**config.mk**
```make
export PLATFORM = sky130hd
export DESIGN_NAME = vga_draw_arbiter_flat
export DESIGN_NICKNAME = d
export VERILOG_FILES = /design/src/rtl/draw_pkg.sv /design/src/rtl/vga_draw_arbiter_if.sv /design/src/rtl/vga_draw_arbiter_rr_pick.sv /design/src/rtl/vga_draw_arbiter.sv /design/src/flat_wrapper.sv
export SDC_FILE = /design/constraint.sdc
export NUM_CORES = 1
export LEC_CHECK = 0
export CAP_MARGIN = 10
export CORE_MARGIN = 3
export CORE_UTILIZATION = 40
export CTS_CLUSTER_SIZE = 20
export DETAILED_ROUTE_END_ITERATION = 6
export PLACE_DENSITY = 0.74
export RECOVER_POWER = 50
export SYNTH_ARGS = -nofsm -noshare
export SYNTH_HDL_FRONTEND = slang
export SYNTH_SLANG_ARGS = --single-unit
```
**constraint.sdc**
```tcl
create_clock -name clk -period 4 [get_ports clk]
set_input_delay 0.8 -clock clk [delete_from_list [all_inputs] [get_ports clk]]
set_output_delay 0.8 -clock clk [all_outputs]
set_load 0.02 [all_outputs]
```
**src/rtl/draw_pkg.sv**
```systemverilog
// draw_pkg: screen geometry, coordinate widths, arbiter states and requester ids
package draw_pkg;
  localparam int X_SCREEN_PIXELS = 160;
  localparam int Y_SCREEN_PIXELS = 120;
  localparam int XW = 8;
  localparam int YW = 7;
  localparam int CW = 3;
  localparam int REQ_CLEAR  = 0;
  localparam int REQ_ROCKET = 1;
  localparam int REQ_ALIEN  = 2;
  localparam int REQ_BULLET = 3;
  typedef enum logic [1:0] {IDLE, OWN, GAP} arb_state_e;
  function automatic int idx_w(input int n);
    return (n > 1) ? $clog2(n) : 1;
  endfunction
endpackage

```
**src/rtl/vga_draw_arbiter_if.sv**
```systemverilog
// vga_draw_arbiter_if: requester bundle in, single VGA write port and status out
interface vga_draw_arbiter_if
  import draw_pkg::*;
#(parameter int N_REQ = 4);
  logic [N_REQ-1:0]    req;
  logic [N_REQ-1:0]    done;
  logic [XW*N_REQ-1:0] x_in;
  logic [YW*N_REQ-1:0] y_in;
  logic [CW*N_REQ-1:0] colour_in;
  logic [N_REQ-1:0]    plot_in;
  logic [N_REQ-1:0]    grant;
  logic [XW-1:0]       xout;
  logic [YW-1:0]       yout;
  logic [CW-1:0]       colourOut;
  logic                plot;
  logic                busy;
  logic                timeout_err;
  modport master (
    output req, done, x_in, y_in, colour_in, plot_in,
    input  grant, xout, yout, colourOut, plot, busy, timeout_err
  );
  modport slave (
    input  req, done, x_in, y_in, colour_in, plot_in,
    output grant, xout, yout, colourOut, plot, busy, timeout_err
  );
endinterface

```
**src/rtl/vga_draw_arbiter_rr_pick.sv**
```systemverilog
// rr_pick: first set request bit at or after ptr, wrapping modulo N_REQ
module rr_pick
  import draw_pkg::*;
#(
  parameter int N_REQ = 4,
  parameter int IW    = idx_w(N_REQ)
) (
  input  logic [N_REQ-1:0] req,
  input  logic [IW-1:0]    ptr,
  output logic [N_REQ-1:0] gnt,
  output logic [IW-1:0]    idx,
  output logic             any
);
  // Scan farthest offset first so the nearest set bit overwrites the result last.
  always_comb begin
    gnt = '0;
    idx = '0;
    any = |req;
    for (int k = N_REQ - 1; k >= 0; k--) begin
      if (req[(int'(ptr) + k) % N_REQ]) begin
        gnt = '0;
        gnt[(int'(ptr) + k) % N_REQ] = 1'b1;
        idx = IW'((int'(ptr) + k) % N_REQ);
      end
    end
  end
endmodule

```
**src/rtl/vga_draw_arbiter.sv**
```systemverilog
// vga_draw_arbiter: round-robin owner of the VGA write port with watchdog and
// registered pixel forwarding from the granted drawing engine.
module vga_draw_arbiter
  import draw_pkg::*;
#(
  parameter int N_REQ   = 4,
  parameter int TIMEOUT = 20000,
  parameter int TW      = 15
) (
  input logic clk,
  input logic reset,
  vga_draw_arbiter_if.slave bus
);
  localparam int IW = idx_w(N_REQ);
  arb_state_e       state_q, state_d;
  logic [N_REQ-1:0] grant_q, grant_d, pick_gnt;
  logic [IW-1:0]    idx_q, idx_d, ptr_q, ptr_d, pick_idx;
  logic             pick_any;
  logic [TW-1:0]    wdog_q, wdog_d;
  logic [XW-1:0]    xout_q, xout_d;
  logic [YW-1:0]    yout_q, yout_d;
  logic [CW-1:0]    colour_q, colour_d;
  logic             plot_q, plot_d, busy_q, busy_d, err_q, err_d;
  logic             own_done, own_req, tmo;
  rr_pick #(.N_REQ(N_REQ), .IW(IW)) u_pick (
    .req(bus.req),
    .ptr(ptr_q),
    .gnt(pick_gnt),
    .idx(pick_idx),
    .any(pick_any)
  );
  assign own_done = bus.done[idx_q];
  assign own_req  = bus.req[idx_q];
  assign tmo      = wdog_q == TW'(TIMEOUT - 1);
  always_comb begin
    state_d  = state_q;
    grant_d  = grant_q;
    idx_d    = idx_q;
    ptr_d    = ptr_q;
    wdog_d   = wdog_q;
    xout_d   = xout_q;
    yout_d   = yout_q;
    colour_d = colour_q;
    plot_d   = 1'b0;
    busy_d   = busy_q;
    err_d    = err_q;
    case (state_q)
      IDLE: if (pick_any) begin
        state_d = OWN;
        grant_d = pick_gnt;
        idx_d   = pick_idx;
        busy_d  = 1'b1;
        wdog_d  = '0;
      end
      OWN: begin
        xout_d   = bus.x_in[idx_q*XW +: XW];
        yout_d   = bus.y_in[idx_q*YW +: YW];
        colour_d = bus.colour_in[idx_q*CW +: CW];
        plot_d   = bus.plot_in[idx_q];
        wdog_d   = wdog_q + 1'b1;
        // done outranks abandon, which outranks the watchdog; only the last flags an error
        if (own_done || !own_req || tmo) begin
          plot_d  = bus.plot_in[idx_q] & own_done;
          state_d = GAP;
          grant_d = '0;
          busy_d  = 1'b0;
          ptr_d   = (idx_q == IW'(N_REQ - 1)) ? '0 : idx_q + 1'b1;
          err_d   = err_q | (!own_done && own_req);
        end
      end
      GAP:     state_d = IDLE;
      default: state_d = IDLE;
    endcase
  end
  always_ff @(posedge clk) begin
    if (!reset) begin
      state_q  <= IDLE;
      grant_q  <= '0;
      idx_q    <= '0;
      ptr_q    <= '0;
      wdog_q   <= '0;
      xout_q   <= '0;
      yout_q   <= '0;
      colour_q <= '0;
      plot_q   <= 1'b0;
      busy_q   <= 1'b0;
      err_q    <= 1'b0;
    end else begin
      state_q  <= state_d;
      grant_q  <= grant_d;
      idx_q    <= idx_d;
      ptr_q    <= ptr_d;
      wdog_q   <= wdog_d;
      xout_q   <= xout_d;
      yout_q   <= yout_d;
      colour_q <= colour_d;
      plot_q   <= plot_d;
      busy_q   <= busy_d;
      err_q    <= err_d;
    end
  end
  assign bus.grant       = grant_q;
  assign bus.xout        = xout_q;
  assign bus.yout        = yout_q;
  assign bus.colourOut   = colour_q;
  assign bus.plot        = plot_q;
  assign bus.busy        = busy_q;
  assign bus.timeout_err = err_q;
endmodule

```
**src/flat_wrapper.sv**
```systemverilog
// flat-port wrapper written by rule: the top's interface ports become plain ports
module vga_draw_arbiter_flat import draw_pkg::*;
#(
  parameter int N_REQ   = 4,
  parameter int TIMEOUT = 20000,
  parameter int TW      = 15
)
  (clk, reset, bus_req, bus_done, bus_x_in, bus_y_in, bus_colour_in, bus_plot_in, bus_grant, bus_xout, bus_yout, bus_colourOut, bus_plot, bus_busy, bus_timeout_err);
  vga_draw_arbiter_if #(.N_REQ(N_REQ)) bus_i ();
  input logic clk;
  input logic reset;
  input wire logic [$bits(bus_i.req)-1:0] bus_req;
  input wire logic [$bits(bus_i.done)-1:0] bus_done;
  input wire logic [$bits(bus_i.x_in)-1:0] bus_x_in;
  input wire logic [$bits(bus_i.y_in)-1:0] bus_y_in;
  input wire logic [$bits(bus_i.colour_in)-1:0] bus_colour_in;
  input wire logic [$bits(bus_i.plot_in)-1:0] bus_plot_in;
  output wire logic [$bits(bus_i.grant)-1:0] bus_grant;
  output wire logic [$bits(bus_i.xout)-1:0] bus_xout;
  output wire logic [$bits(bus_i.yout)-1:0] bus_yout;
  output wire logic [$bits(bus_i.colourOut)-1:0] bus_colourOut;
  output wire logic [$bits(bus_i.plot)-1:0] bus_plot;
  output wire logic [$bits(bus_i.busy)-1:0] bus_busy;
  output wire logic [$bits(bus_i.timeout_err)-1:0] bus_timeout_err;
  assign bus_i.req = bus_req;
  assign bus_i.done = bus_done;
  assign bus_i.x_in = bus_x_in;
  assign bus_i.y_in = bus_y_in;
  assign bus_i.colour_in = bus_colour_in;
  assign bus_i.plot_in = bus_plot_in;
  assign bus_grant = bus_i.grant;
  assign bus_xout = bus_i.xout;
  assign bus_yout = bus_i.yout;
  assign bus_colourOut = bus_i.colourOut;
  assign bus_plot = bus_i.plot;
  assign bus_busy = bus_i.busy;
  assign bus_timeout_err = bus_i.timeout_err;
  vga_draw_arbiter #(.N_REQ(N_REQ), .TIMEOUT(TIMEOUT), .TW(TW)) u_core (.clk(clk), .reset(reset), .bus(bus_i));
endmodule
```
; ---- Word-level counts from Yosys, hierarchy flattened
; Cells that the tools add are included.
[totals]
wordCells = 107
inputBits = 86
reg_bits = 46
out_inout_bits = 25
[op_classes]
eq_ne = 5
multipliers = 2
bitwise_logic = 5
mux = 46
shift = 3
n_addsub = 5
reduce_logical = 21
n_lt_le_gt_ge = 9
[ops]
columns = cell, n
row1 = variable part select 32 x 6 -> 8 bit, 1
row2 = one-hot mux 15 bit (2 select lines), 1
row3 = variable part select 28 x 6 -> 7 bit, 1
row4 = two-way mux 4 bit, 6
row5 = two-way mux 1 bit, 17
row6 = "adder 15 x 1 -> 15 bit, second input constant", 1
row7 = "equality test 15 bit, second input constant", 1
row8 = two-way mux 15 bit, 1
row9 = binary-select mux 1 bit (select 2 bit), 7
row10 = two-way mux 2 bit, 7
row11 = "less-than comparator 3 x 4 -> 1 bit, second input constant", 3
row12 = variable part select 12 x 5 -> 3 bit, 1
row13 = AND reduction 2 bit, 5
row14 = "greater-or-equal comparator 3 x 1 -> 1 bit, second input constant", 3
row15 = demux 1 bit (select 2 bit), 4
row16 = one-hot mux 4 bit (2 select lines), 1
row17 = "less-than comparator 2 x 3 -> 1 bit, second input constant", 2
row18 = OR reduction 2 bit, 3
row19 = logical AND 1 bit, 5
row20 = "multiplier 2 x 3 -> 5 bit, second input constant", 1
row21 = "adder 2 x 1 -> 2 bit, second input constant", 2
row22 = "adder 2 bit, second input constant", 2
row23 = "multiplier 2 x 2 -> 4 bit, second input constant", 1
row24 = "inequality test 2 x 1 -> 1 bit, second input constant", 2
row25 = 14 further kinds, 18

; ---- Depth between registers and ports, before layout
[depth]
word_depth = 13
depth_mapped = 9
depth_no_buf = 7

; ---- By module
; A second synthesis with hierarchy kept.
[unflattened]
cells_unflattened = 331
area_unflattened_um2 = 3000.4
[by_module_without_submodules]
columns = mod, seq_area_each_um2, n_inst, area_each_um2, cells_each
row1 = vga_draw_arbiter, 920.9, 1, 2469.9, 264
row2 = rr_pick, 0.0, 1, 530.5, 67

; ---- Least setup slack after synthesis
; Ideal clock, no wire load.
[synth_timing]
path_type = input-to-reg
from = in bus_req[3]
to = reg u_core.ptr_q[0]
setup_time_ns = 0.070
setup_slack_ns = 1.829
required_time_ns = 3.930
arrival_time_ns = 2.101
n_path_buf = 0
cell_stages = 5
path_cell_list = mux4_4 > nand2b_4 > a41oi_4 > or4_1 > a21oi_1
[synth_via]
elab_chain_len = 6
[synth_rtl]
columns = item, line_no
row1 = from (decl), flat_wrapper.sv:12  ; input wire logic [$bits(bus_i.req)-1:0] bus_req;
row2 = binary-select mux 1 bit (select 2 bit), vga_draw_arbiter.sv:33  ; assign own_req = bus.req[idx_q];
row3 = two-way mux 1 bit (implied by the code), vga_draw_arbiter.sv:33
row4 = zero test 1 bit, vga_draw_arbiter.sv:62  ; if (own_done || !own_req || tmo) begin
row5 = logical OR 1 bit (2 in a row), vga_draw_arbiter.sv:62
row6 = AND reduction 2 bit (no line), n/a
row7 = to (signal assigned), vga_draw_arbiter.sv:92  ; ptr_q <= ptr_d;
row8 = to (decl), vga_draw_arbiter.sv:17  ; logic [IW-1:0] idx_q, idx_d, ptr_q, ptr_d, pick_idx;
; Every way passes these cells. The select of a mux whose other input is x is not followed.
; A chain may end at the register's enable or synchronous reset.

; ---- Worst setup path in the final report
[layout_timing]
from = in reset
to = reg u_core.err_q (netlist: u_core.bus.timeout_err)
[layout_lines]
columns = item, line_no
row1 = from (decl), flat_wrapper.sv:11  ; input logic reset;
row2 = to (signal assigned), vga_draw_arbiter.sv:99  ; err_q <= err_d;
row3 = to (decl), vga_draw_arbiter.sv:23  ; logic plot_q, plot_d, busy_q, busy_d, err_q, err_d;
; No word-level cell between the ends.

==> results.cfg <==
[status]
outcome = finished, final reports clean

[cts]
cts_sinks = 46
tritoncts.num_buffers = 5
clk_path_buf_depth = 2
clk_latency_worst_skew_pair_ns = 0.29
clock_tree_from_tritoncts = yes
htree_levels = 2
cts_resized = 0
path_clk_slew_ns = 0.08
ctsRootBufferMaster = clkbuf_8
number_of_buffers_inserted_by_hold_repair_at_cts = 0
setup_fix_buffers_added_after_clock_tree_synthesis = 0

[route]
routed-via-count = 2721
drt-initial-drc-count = 100
drc_errors = 0
drtPass1Iterations = 6
drt-wirelength-per-cell_um = 15.5
vias_per_cell = 5.42
ant_nets = 0
routed_wl_mm = 7.80

[worst_setup_path]
path_delay_family = buffers and inverters
worst-setup-path-type = primary input to flop
setup.worst_path.end_class = flop
timing.critical_path.cells = dlygate4sd3_1 -> clkinv_1 -> clkbuf_1 -> o41ai_1
crit_path_top_delay_cell = dlygate4sd3_1
biggest_fanout_along_the_worst_timing_path = 27
cp_num_cells = 4
critical_path.reg2reg.endpoint = u_core.bus.grant[3]
register_to_register_setup_slack_ns = 1.31
crit-reg2reg-launch = u_core.ptr_q[0]
critical_path.startpoint = reset
setup.worst_path.end = u_core.bus.timeout_err
worstPathRequired_ns = 4.18
critical_path_arrival_ns = 3.06
critPathBufInv = 3
ff2ff_path_depth = 6
cp_slowest_stage_delay_ns = 0.81
crit_path_start_kind = primary input

[floorplanning]
die_area_um2 = 8230
dieWidth_um = 90.7
top_level_ports = 111
core_region_area_um2 = 6870
row_count = 30
chipHeight_um = 90.7
initial_core_util_pct = 41.8

[placed_design]
place.port_buffers = 110
placement.setup.worst_slack_ns = 1.10
numPlacedInstances = 495
dpl_cell_area_um2 = 3990
gpl.final_weighted_congestion = 0.813
place.detailed.hpwl_mm = 5.88

[logic_synthesis]
synth_most_common_cell = nand2_1
postSynthNetCount = 401
ys_top_cells_by_area = dfxtp_1 (32%), mux4_2 (16%), nand2_1 (8.0%), a21oi_1 (5.9%), ha_1 (4.4%)
synth-seq-cells = 46
synth_edf_count = 0
synth.yosys.seq_area_share_pct = 32.1
synth_cells = 305
avgSynthCellArea_um2 = 9.41
ys_top_cells_by_count = nand2_1 (61), dfxtp_1 (46), a21oi_1 (34)
ys.warnings.count = 0
synthArstFlopShare_pct = 0
synth_area_leader_cell = dfxtp_1
synthFlopType = dfxtp_1
post_synth_instance_area_um2 = 2870
synthDominantCellAreaShare_pct = 32.1
ys_types = 49

[grt]
antenna_violations_before_repair = 0
first_pass_grt_wire_length_mm = 12.7
grt_overflow = 0
grt_pass1_vias = 2647
grt_use_total_pct = 18.9
grt_start_max_net_pins = 34

[timing]
final_max_slew_viol_count = 0
tightestPinTransition_ns = 1.18
fmaxAchievable_mhz = 348
setup_tns_ns = 0
hold_violations = 0
unrepaired_setup_endpoints_after_global_routing = false
maxSlewHeadroom_pct = 21.5
timing.final.crit_share_pct = 71.8
final.min_clock_period_ns = 2.87
setup_violations = 0
fin_worst_skew_ns = 0.00507
timing.final.ws_setup_ns = 1.13

[pwr]
ir_worst_vdd_uv = 174
total_leakage_power_nw = 1.48
powerDensity_nw_per_um2 = 358

[worst_hold_path]
hp-start = u_core.bus.xout[1]
min_path_type = flop to flop

[job]
max_cap_viols = 0

[finish]
final_core_utilization_pct = 59.2
fillerInstances = 610
final_nets = 502
final_layout_size_suffix_gt1_share_pct = 10.6
instances_no_fill = 502
layout.cell_area.non_filler_um2 = 4060
layout-area-overhead-vs-synth_pct = 41.6
insertedDiodeCount = 0
==> report_power, final <==
part | internal, mW | leakage, nW | switching (mW)
Combinational | 0.322 | 1.06 | 0.283
Clock | 0.118 | 0.0438 | 0.153
Sequential | 0.508 | 0.375 | 0.0719
==> through the flow <==
step | hold WS (ns) | total power, mW
floorplan | 0.457 | 0.988
global placement | 0.441 | 1.20
detailed placement | 0.447 | 1.21
CTS | 0.459 | 1.48
global route | 0.469 | 1.54
finish | 0.452 | 1.46
==> final cells by class <==
type	count	area, µm²	area share (%)
Timing Repair Buffer	113	1120	27.6
Clock inverter	2	10.0	0.246
Sequential cell	46	921	22.7
Clock buffer	5	68.8	1.69
Inverter	6	22.5	0.554
Tap cell	96	120	2.96
Multi-Input combinational cell	234	1800	44.3
==> registers in the layout, indices dropped and copies added, names as in the netlist, 2 cells and up <==
register / cells
u_core.wdog_q: 15
u_core.bus.xout: 8
u_core.ptr_q: 2
u_core.bus.yout: 7
u_core.bus.grant: 4
u_core.bus.colourOut: 3
u_core.idx_q: 2
u_core.state_q: 2
==> worst register-to-register path, delay by kind of cell (launching register included) <==
family,cells,cell delay [ns]
simple gates,1,0.30
buf+inv,1,0.29
compound gates,2,0.32
flops,1,0.74
mux,1,0.43
fa+ha+maj,1,0.55
==> placed cells by master (no fill, tap or decap), drive strengths merged, types with 2 or more instances in the layout <==
cell           synthesis  routed
buf                    4       2
mux2i                  6       6
clkinv                 1       3
nor2b                  2       2
and3                   3       3
a21oi                 34      34
o21ai                 16      16
o211a                  2       2
dfxtp                 46      46
or4                    4       4
o21a                   2       2
ha                    10      10
clkdlybuf4s50          1      84
mux2                   5       5
nor2                  13      13
nand4                  3       3
a221oi                 4       4
clkbuf                14       6
and3b                  2       2
o311ai                 2       2
or3                    4       4
nor4                   4       4
nand3b                 2       2
o2bb2ai                4       4
nor3b                  2       2
nor3                   5       5
inv                    5       5
nand2                 61      61
dlygate4sd3            0      26
a31oi                  3       3
mux4                  23      23
nand3                  9       9
==> routing by layer <==
metal / routed length [µm] / track usage, %
met4: 75 / 5.23
met2: 3960 / 31.9
met1: 3310 / 23.9
met5: 0 / 0
met3: 455 / 4.67
==> how the worst min path moves through the flow <==
stage | to | slack (ns) | cells past startpoint
2_1_floorplan | u_core.wdog_q[4] | 0.46 | 1
3_3_place_gp | u_core.bus.xout[6] | 0.44 | 2
6_report | u_core.bus.xout[1] | 0.45 | 2
3_5_place_dp | u_core.bus.xout[6] | 0.45 | 2
5_1_grt | u_core.bus.xout[0] | 0.47 | 2
4_1_cts | u_core.bus.xout[6] | 0.46 | 2
==> logic make-up after synthesis <==
kind of cell	count (synthesis)	synth area share [%]
muxes	34	22.4
adders and majority gates	10	4.36
DFF	46	32.1
AOI/OAI and AO/OA	73	16.1
buffers and inverters	25	5.14
and+or+nand+nor	117	19.8
Power figures use the tool's default switching activity.
